## src/rtl/down_counter_pkg.sv

```systemverilog
// Shared types and width limits for the down_counter block.
package down_counter_pkg;

  typedef enum logic [1:0] {
    IDLE = 2'd0,
    RUN  = 2'd1,
    DONE = 2'd2
  } dc_state_e;

  localparam int DC_WIDTH_MIN     = 1;
  localparam int DC_WIDTH_MAX     = 16;
  localparam int PS_WIDTH_DEFAULT = 4;

endpackage

```

## src/rtl/down_counter_prescaler.sv

```systemverilog
// Tick prescaler for down_counter: passes one advance in every prescale+1,
// restarting its phase on clear or whenever it emits a tick.
module down_counter_prescaler
  import down_counter_pkg::*;
#(
  parameter int PS_WIDTH = PS_WIDTH_DEFAULT
) (
  input  logic                clk,
  input  logic                clr_i,
  input  logic                clear,
  input  logic                advance,
  input  logic [PS_WIDTH-1:0] prescale,
  output logic                tick
);

  logic [PS_WIDTH-1:0] ps_cnt_reg;
  logic [PS_WIDTH-1:0] ps_cnt_next;

  assign tick = advance && (ps_cnt_reg == prescale);

  always_comb begin
    ps_cnt_next = ps_cnt_reg;
    if (clear || tick) begin
      ps_cnt_next = '0;
    end else if (advance) begin
      ps_cnt_next = ps_cnt_reg + PS_WIDTH'(1);
    end
  end

  always_ff @(posedge clk or negedge clr_i) begin
    if (!clr_i) begin
      ps_cnt_reg <= '0;
    end else begin
      ps_cnt_reg <= ps_cnt_next;
    end
  end

endmodule

```

## src/rtl/down_counter.sv

```systemverilog
// Loadable down counter with one-shot / auto-reload modes and a terminal-count
// pulse. Define DOWN_COUNTER_PRESCALE_EN to add the tick prescaler.
module down_counter
  import down_counter_pkg::*;
#(
  parameter int DC_WIDTH = 3
`ifdef DOWN_COUNTER_PRESCALE_EN
  ,
  parameter int PS_WIDTH = PS_WIDTH_DEFAULT
`endif
) (
  input  logic                clk,
  input  logic                clr_i,
  input  logic                load,
  input  logic [DC_WIDTH-1:0] load_val,
  input  logic                en,
  input  logic                auto,
`ifdef DOWN_COUNTER_PRESCALE_EN
  input  logic [PS_WIDTH-1:0] prescale,
`endif
  output logic [DC_WIDTH-1:0] count,
  output logic [DC_WIDTH-1:0] count_n,
  output logic                tc,
  output logic                done,
  output logic                busy
);

  if (DC_WIDTH < DC_WIDTH_MIN || DC_WIDTH > DC_WIDTH_MAX) begin : g_bad_width
    $error("down_counter: DC_WIDTH out of range");
  end

  dc_state_e           state_reg, state_next;
  logic [DC_WIDTH-1:0] count_reg, count_next;
  logic [DC_WIDTH-1:0] reload_reg, reload_next;
  logic                tc_reg, tc_next;
  logic                advance;
  logic                tick;

  assign advance = en && (state_reg == RUN) && !load;

`ifdef DOWN_COUNTER_PRESCALE_EN
  down_counter_prescaler #(
    .PS_WIDTH (PS_WIDTH)
  ) u_prescaler (
    .clk      (clk),
    .clr_i    (clr_i),
    .clear    (load),
    .advance  (advance),
    .prescale (prescale),
    .tick     (tick)
  );
`else
  assign tick = advance;
`endif

  always_ff @(posedge clk or negedge clr_i) begin
    if (!clr_i) begin
      state_reg  <= IDLE;
      count_reg  <= '0;
      reload_reg <= '0;
      tc_reg     <= 1'b0;
    end else begin
      state_reg  <= state_next;
      count_reg  <= count_next;
      reload_reg <= reload_next;
      tc_reg     <= tc_next;
    end
  end

  always_comb begin
    state_next  = state_reg;
    count_next  = count_reg;
    reload_next = reload_reg;
    tc_next     = 1'b0;
    if (load) begin
      reload_next = load_val;
      count_next  = load_val;
      state_next  = (load_val != '0) ? RUN : IDLE;
    end else if (tick) begin
      if (count_reg > DC_WIDTH'(1)) begin
        count_next = count_reg - DC_WIDTH'(1);
      end else begin
        // Terminal tick: auto is only consulted here.
        tc_next = 1'b1;
        if (auto) begin
          count_next = reload_reg;
        end else begin
          count_next = '0;
          state_next = DONE;
        end
      end
    end
  end

  always_comb begin
    busy = (state_reg == RUN);
    done = (state_reg == DONE);
  end

  assign count   = count_reg;
  assign count_n = ~count_reg;
  assign tc      = tc_reg;

endmodule

```

## config.mk

```make
export PLATFORM = sky130hd
export DESIGN_NAME = down_counter
export DESIGN_NICKNAME = d
export VERILOG_FILES = /design/src/rtl/down_counter_pkg.sv /design/src/rtl/down_counter_prescaler.sv /design/src/rtl/down_counter.sv
export SDC_FILE = /design/constraint.sdc
export NUM_CORES = 1
export LEC_CHECK = 0
export BUFFER_PORTS_ARGS = -buffer_cell sky130_fd_sc_hd__buf_2
export CAP_MARGIN = 20
export CORE_AREA = 2 2 39 41
export CTS_CLUSTER_DIAMETER = 50
export DETAILED_ROUTE_END_ITERATION = 6
export DIE_AREA = 0 0 41 43
export PLACE_DENSITY_LB_ADDON = 0.15
export SETUP_SLACK_MARGIN = 0.05
export SYNTH_ARGS = -nofsm -noshare
export SYNTH_HDL_FRONTEND = slang
export SYNTH_HIERARCHICAL = 1
export SYNTH_SLANG_ARGS = --single-unit
```

## constraint.sdc

```tcl
create_clock -name clk -period 3 [get_ports clk]
set_input_delay 0.15 -clock clk [delete_from_list [all_inputs] [get_ports clk]]
set_output_delay 0.15 -clock clk [all_outputs]
set_load 0.05 [all_outputs]
```

# Yosys cells after proc, flatten, opt, wreduce, memory -nomap -nowiden
# Index checks and enable logic that the tools add are counted.
totals:
  regBits: 9
  inputBits: 8
  output_inout_bits: 9
  wordCells: 29
op_classes:
  add_sub_neg: 1
  n_lt_le_gt_ge: 1
  n_eq_ne: 4
  muxes: 12
  bitwise: 1
  reduce_logical: 6
op_table:
  columns: ["cell", "count"]
  rows:
  - ["3-bit two-way mux", 4]
  - ["2-bit two-way mux", 4]
  - ["1-bit two-way mux", 4]
  - ["2-bit != test, second input constant", 2]
  - ["3-bit by 1-bit > comparator with 1-bit output, second input constant", 1]
  - ["3-bit NOT", 1]
  - ["3-bit AND reduction", 1]
  - ["3-bit nonzero test", 1]
  - ["3-bit by 1-bit subtractor with 3-bit output, second input constant", 1]
  - ["2-bit by 1-bit equality test with 1-bit output, second input constant", 1]
  - ["2-bit equality test, second input constant", 1]
  - ["1-bit logical AND", 2]
  - ["2-bit nonzero test", 1]
  - ["1-bit zero test", 1]

# Logic depth before layout (Yosys ltp)
depth:
  depth_word: 5
  depth_mapped: 6
  mapped_depth_nobuf: 6

# Least setup slack after synthesis
# OpenSTA, ideal clock, no wires.
synth_timing:
  kind: "register to register"
  startpoint: "register count_reg[1] (netlist: count[1])"
  endpoint: "register count_reg[1] (netlist: count[1])"
  setup_time_ps: 104
  arrival_time_ps: 2021
  required_ps: 2896
  path_slack_ps: 875
  stages_incl_launch_ff: 7
  n_path_buf: 0
  period_less_slack_ps: 2125
  path_cell_list: "dfrtp_1 -> inv_1 -> ha_1 -> o21bai_4 -> a21oi_1 -> a41oi_1 -> o311ai_1"
synth_between:
  elab_chain_cells: 4
  word_cells_on_any_way: 5
  cone_classes: "add/sub (1); order compare (1); mux (3)"
synth_lines:
  columns: ["element", "line", "rtl"]
  rows:
  - ["from (decl)", "down_counter.sv:33", "logic [DC_WIDTH-1:0] count_reg, count_next;"]
  - ["from (signal assigned)", "down_counter.sv:64", "count_reg <= count_next;"]
  - ["3-bit by 1-bit subtractor with 3-bit output / 3-bit by 1-bit > comparator with 1-bit output (equally long branches)", "down_counter.sv:81, down_counter.sv:80", null]
  - ["3-bit two-way mux *", "down_counter.sv:80", "if (count_reg > DC_WIDTH'(1)) begin"]
  - ["3-bit two-way mux *", "down_counter.sv:79", "end else if (tick) begin"]
  - ["3-bit two-way mux *", "down_counter.sv:75", "if (load) begin"]
# Every way passes the cells marked *; elsewhere a longest branch is shown, timed or not. The select of a mux whose other input is x is not followed.
# A chain may end at the register's enable or synchronous reset.

# Worst setup path in the final report
layout_timing:
  startpoint: "register count_reg[1] (netlist: count[1])"
  endpoint: "register state_reg[1]"
layout_between:
  elab_chain_cells: 3
layout_lines:
  columns: ["element", "line", "rtl"]
  rows:
  - ["3-bit by 1-bit > comparator with 1-bit output", "down_counter.sv:80", null]
  - ["2-bit != test (no source line)", null, null]
  - ["3-bit AND reduction (no source line)", null, null]
  - ["to (signal assigned)", "down_counter.sv:63", "state_reg <= state_next;"]
  - ["to (decl)", "down_counter.sv:32", "dc_state_e state_reg, state_next;"]
# No other way between the ends.

==> qor.yml <==
htreeDepth: 1
vias: 422
syn_nets: 60
worstSetupEndpointType: "flip-flop"
clock.fmax_mhz: 643.4
fin_skew_ns: 0.01330
gp_congestion: 0.8488
rsz0062_at_grt: "false"
timing.final.crit_share_pct: 51.81
whs_path_depth: 3
min_period_ns: 1.554
diodes: 0
syn-cell-area_um2: 490.5
grt_use_met3_pct: 9.424
cts.reportedPaths.clkPinSlew_ns: 0.07
synthAdderAreaFrac_pct: 5.102
final_max_slew_viol_count: 0
r2r_slack_ns: 1.45
async_flop_share_pct: 100.0
min_from: "load_val[2]"
nets: 81
synth_mux_area_share_pct: 4.337
antenna_found_initial: 0
insertion_delay_ns: 0.27
yosysUniqueCellTypes: 24
first_pass_iters: 2
final_cell_mix: "buf_2, dfrtp_1, inv_1"
initial_core_util_pct: 35.44
holdBufCountCts: 1
use_met2_pct: 21.56
wl_per_cell_um: 11.99
hold_path_class: "in -> reg"
outcome: "finished clean"
clk_path_buf_depth: 2
worst_slack_ns: 1.446
layout_commonest_cell: "buf_2"
ys_ff_latch: 9
synth_xor_area_share_pct: 0
pre_cts_slack_ns: 1.437
r2r_end: "state_reg[1]"
worst_pin_slew_ns: 0.2635
grt_max_degree: 15
grt_pass1_wl_um: 1690
die_h_um: 43
drt_iter0_markers: 3
synthTopCellsByArea: "dfrtp_1, inv_1, ha_1"
clock_sinks: 9
grt_overflow_total: 0
power_leakage_nw: 0.3102
cts_root_buf: "clkbuf_4"
critPathRequiredTime_ns: 3.19
die_w_um: 41
hold_end: "count[2]"
cellPowerDensity_nw_per_um2: 606.5
tns_ns: 0
slew_headroom_pct: 82.20
start_kind: "flip-flop"
fp-row-count: 14
r2r_start: "count[1]"
gr-max-usage-layer: "met2"
cts_inserted_buffers: 3
met1_usage_pct: 17.00
whs_ns: 0.1188
layout-drive-gt1-share_pct: 35.71
first_global_vias: 396
area_growth_pct: 27.04
hpwl_um: 800.5
finalHoldViolCount: 0
crit_type: "reg -> reg"
avgSynthCellArea_um2: 9.809
arrival_ns: 1.75
cts_setup_buffers: 0
synth_flop_cell: "dfrtp_1"
synth_top_family_by_area: "compound AO/OA/AOI/OAI gates"
cts_tree: "built"
grtUsageTotal_pct: 15.53
cts_resized: 0
die_area_um2: 1763
yosysWarnings: 6
peakVddDrop_mv: 0.2769
route.detailed.drc: 0
io_pins: 17
crit_path_max_fanout: 5
setup_viol: 0
synth_edf_count: 0
via_per_inst: 4.907
yosysSeqAreaShare_pct: 45.92
drt-total-wl_um: 1031
cap_viol_max_count: 0
synth_simple_gate_area_share_pct: 13.27
port_buffers: 16
r2r_cells: 6
synth_largest_area_cell: "dfrtp_1"
yosysTopAreaCellShare_pct: 45.92
core_um2: 1384
antenna_left: 0
synthCells: 50
synth_compound_area_share_pct: 24.49
-- metal layers --
metal	vias to the layer above	wire (um)
met3	2	74
met1	189	441
li1	218	-
met4	0	23
met5	-	0
met2	13	492
-- worst max path at each step --
stage / from / to / slack [ns] / cells after the start
final: count[1] / state_reg[1] / 1.45 / 6
after CTS: count[1] / state_reg[1] / 1.43 / 6
after global routing: count[1] / state_reg[1] / 1.38 / 6
after detailed placement: count[1] / state_reg[1] / 1.44 / 6
after floorplan: count[1] / count[1] / 0.87 / 6
after global placement: count[1] / state_reg[1] / 1.49 / 6
-- cells in the mapped netlist (2+ instances only) --
cell	n
nand2_2	2
a21oi_1	4
o31ai_1	2
o21ai_0	3
nor3_1	3
ha_1	2
nand2_1	3
inv_1	7
dfrtp_1	9
-- per-stage QoR --
stage          utilization, %  area, um2  std cells  power [W]
6_report                45.03      623.1         86  0.0003779
4_1_cts                 45.03      623.1         86  0.0003854
2_1_floorplan               -      490.5         50  0.0002515
5_1_grt                 45.03      623.1         86  0.0004059
3_5_place_dp            42.41      586.8         81  0.0002855
3_3_place_gp            42.41      586.8         81  0.0002867
-- worst max-delay path, cell delays in order (launching register included) --
cell,delay (ns)
dfrtp_1,0.44
inv_1,0.13
ha_1,0.19
o21bai_4,0.15
nand2_2,0.09
or3_1,0.34
a21oi_1,0.16
-- kinds of logic after synthesis --
group / after synthesis
simple gates: 12
buf+inv: 9
compound gates: 16
fa+ha+maj: 2
flops: 9
mux: 2
-- cell type report --
class                      instances  area, um2
timing repair buffer              17      90.09
fill                             145      760.7
multi-input combinational         32      231.5
inverter                           8      30.03
tap                               16      20.02
sequential                         9      225.2
clock buffer                       4      26.28
-- report_power, final --
group	internal (W)	leakage (nW)	switching (W)	total [W]
Sequential	0.000133	0.111	0.0000137	0.000147
Combinational	0.0000425	0.185	0.0000930	0.000135
Clock	0.0000512	0.0150	0.0000441	0.0000954
Total	0.000227	0.310	0.000151	0.000378
Power figures use the tool's default switching activity.
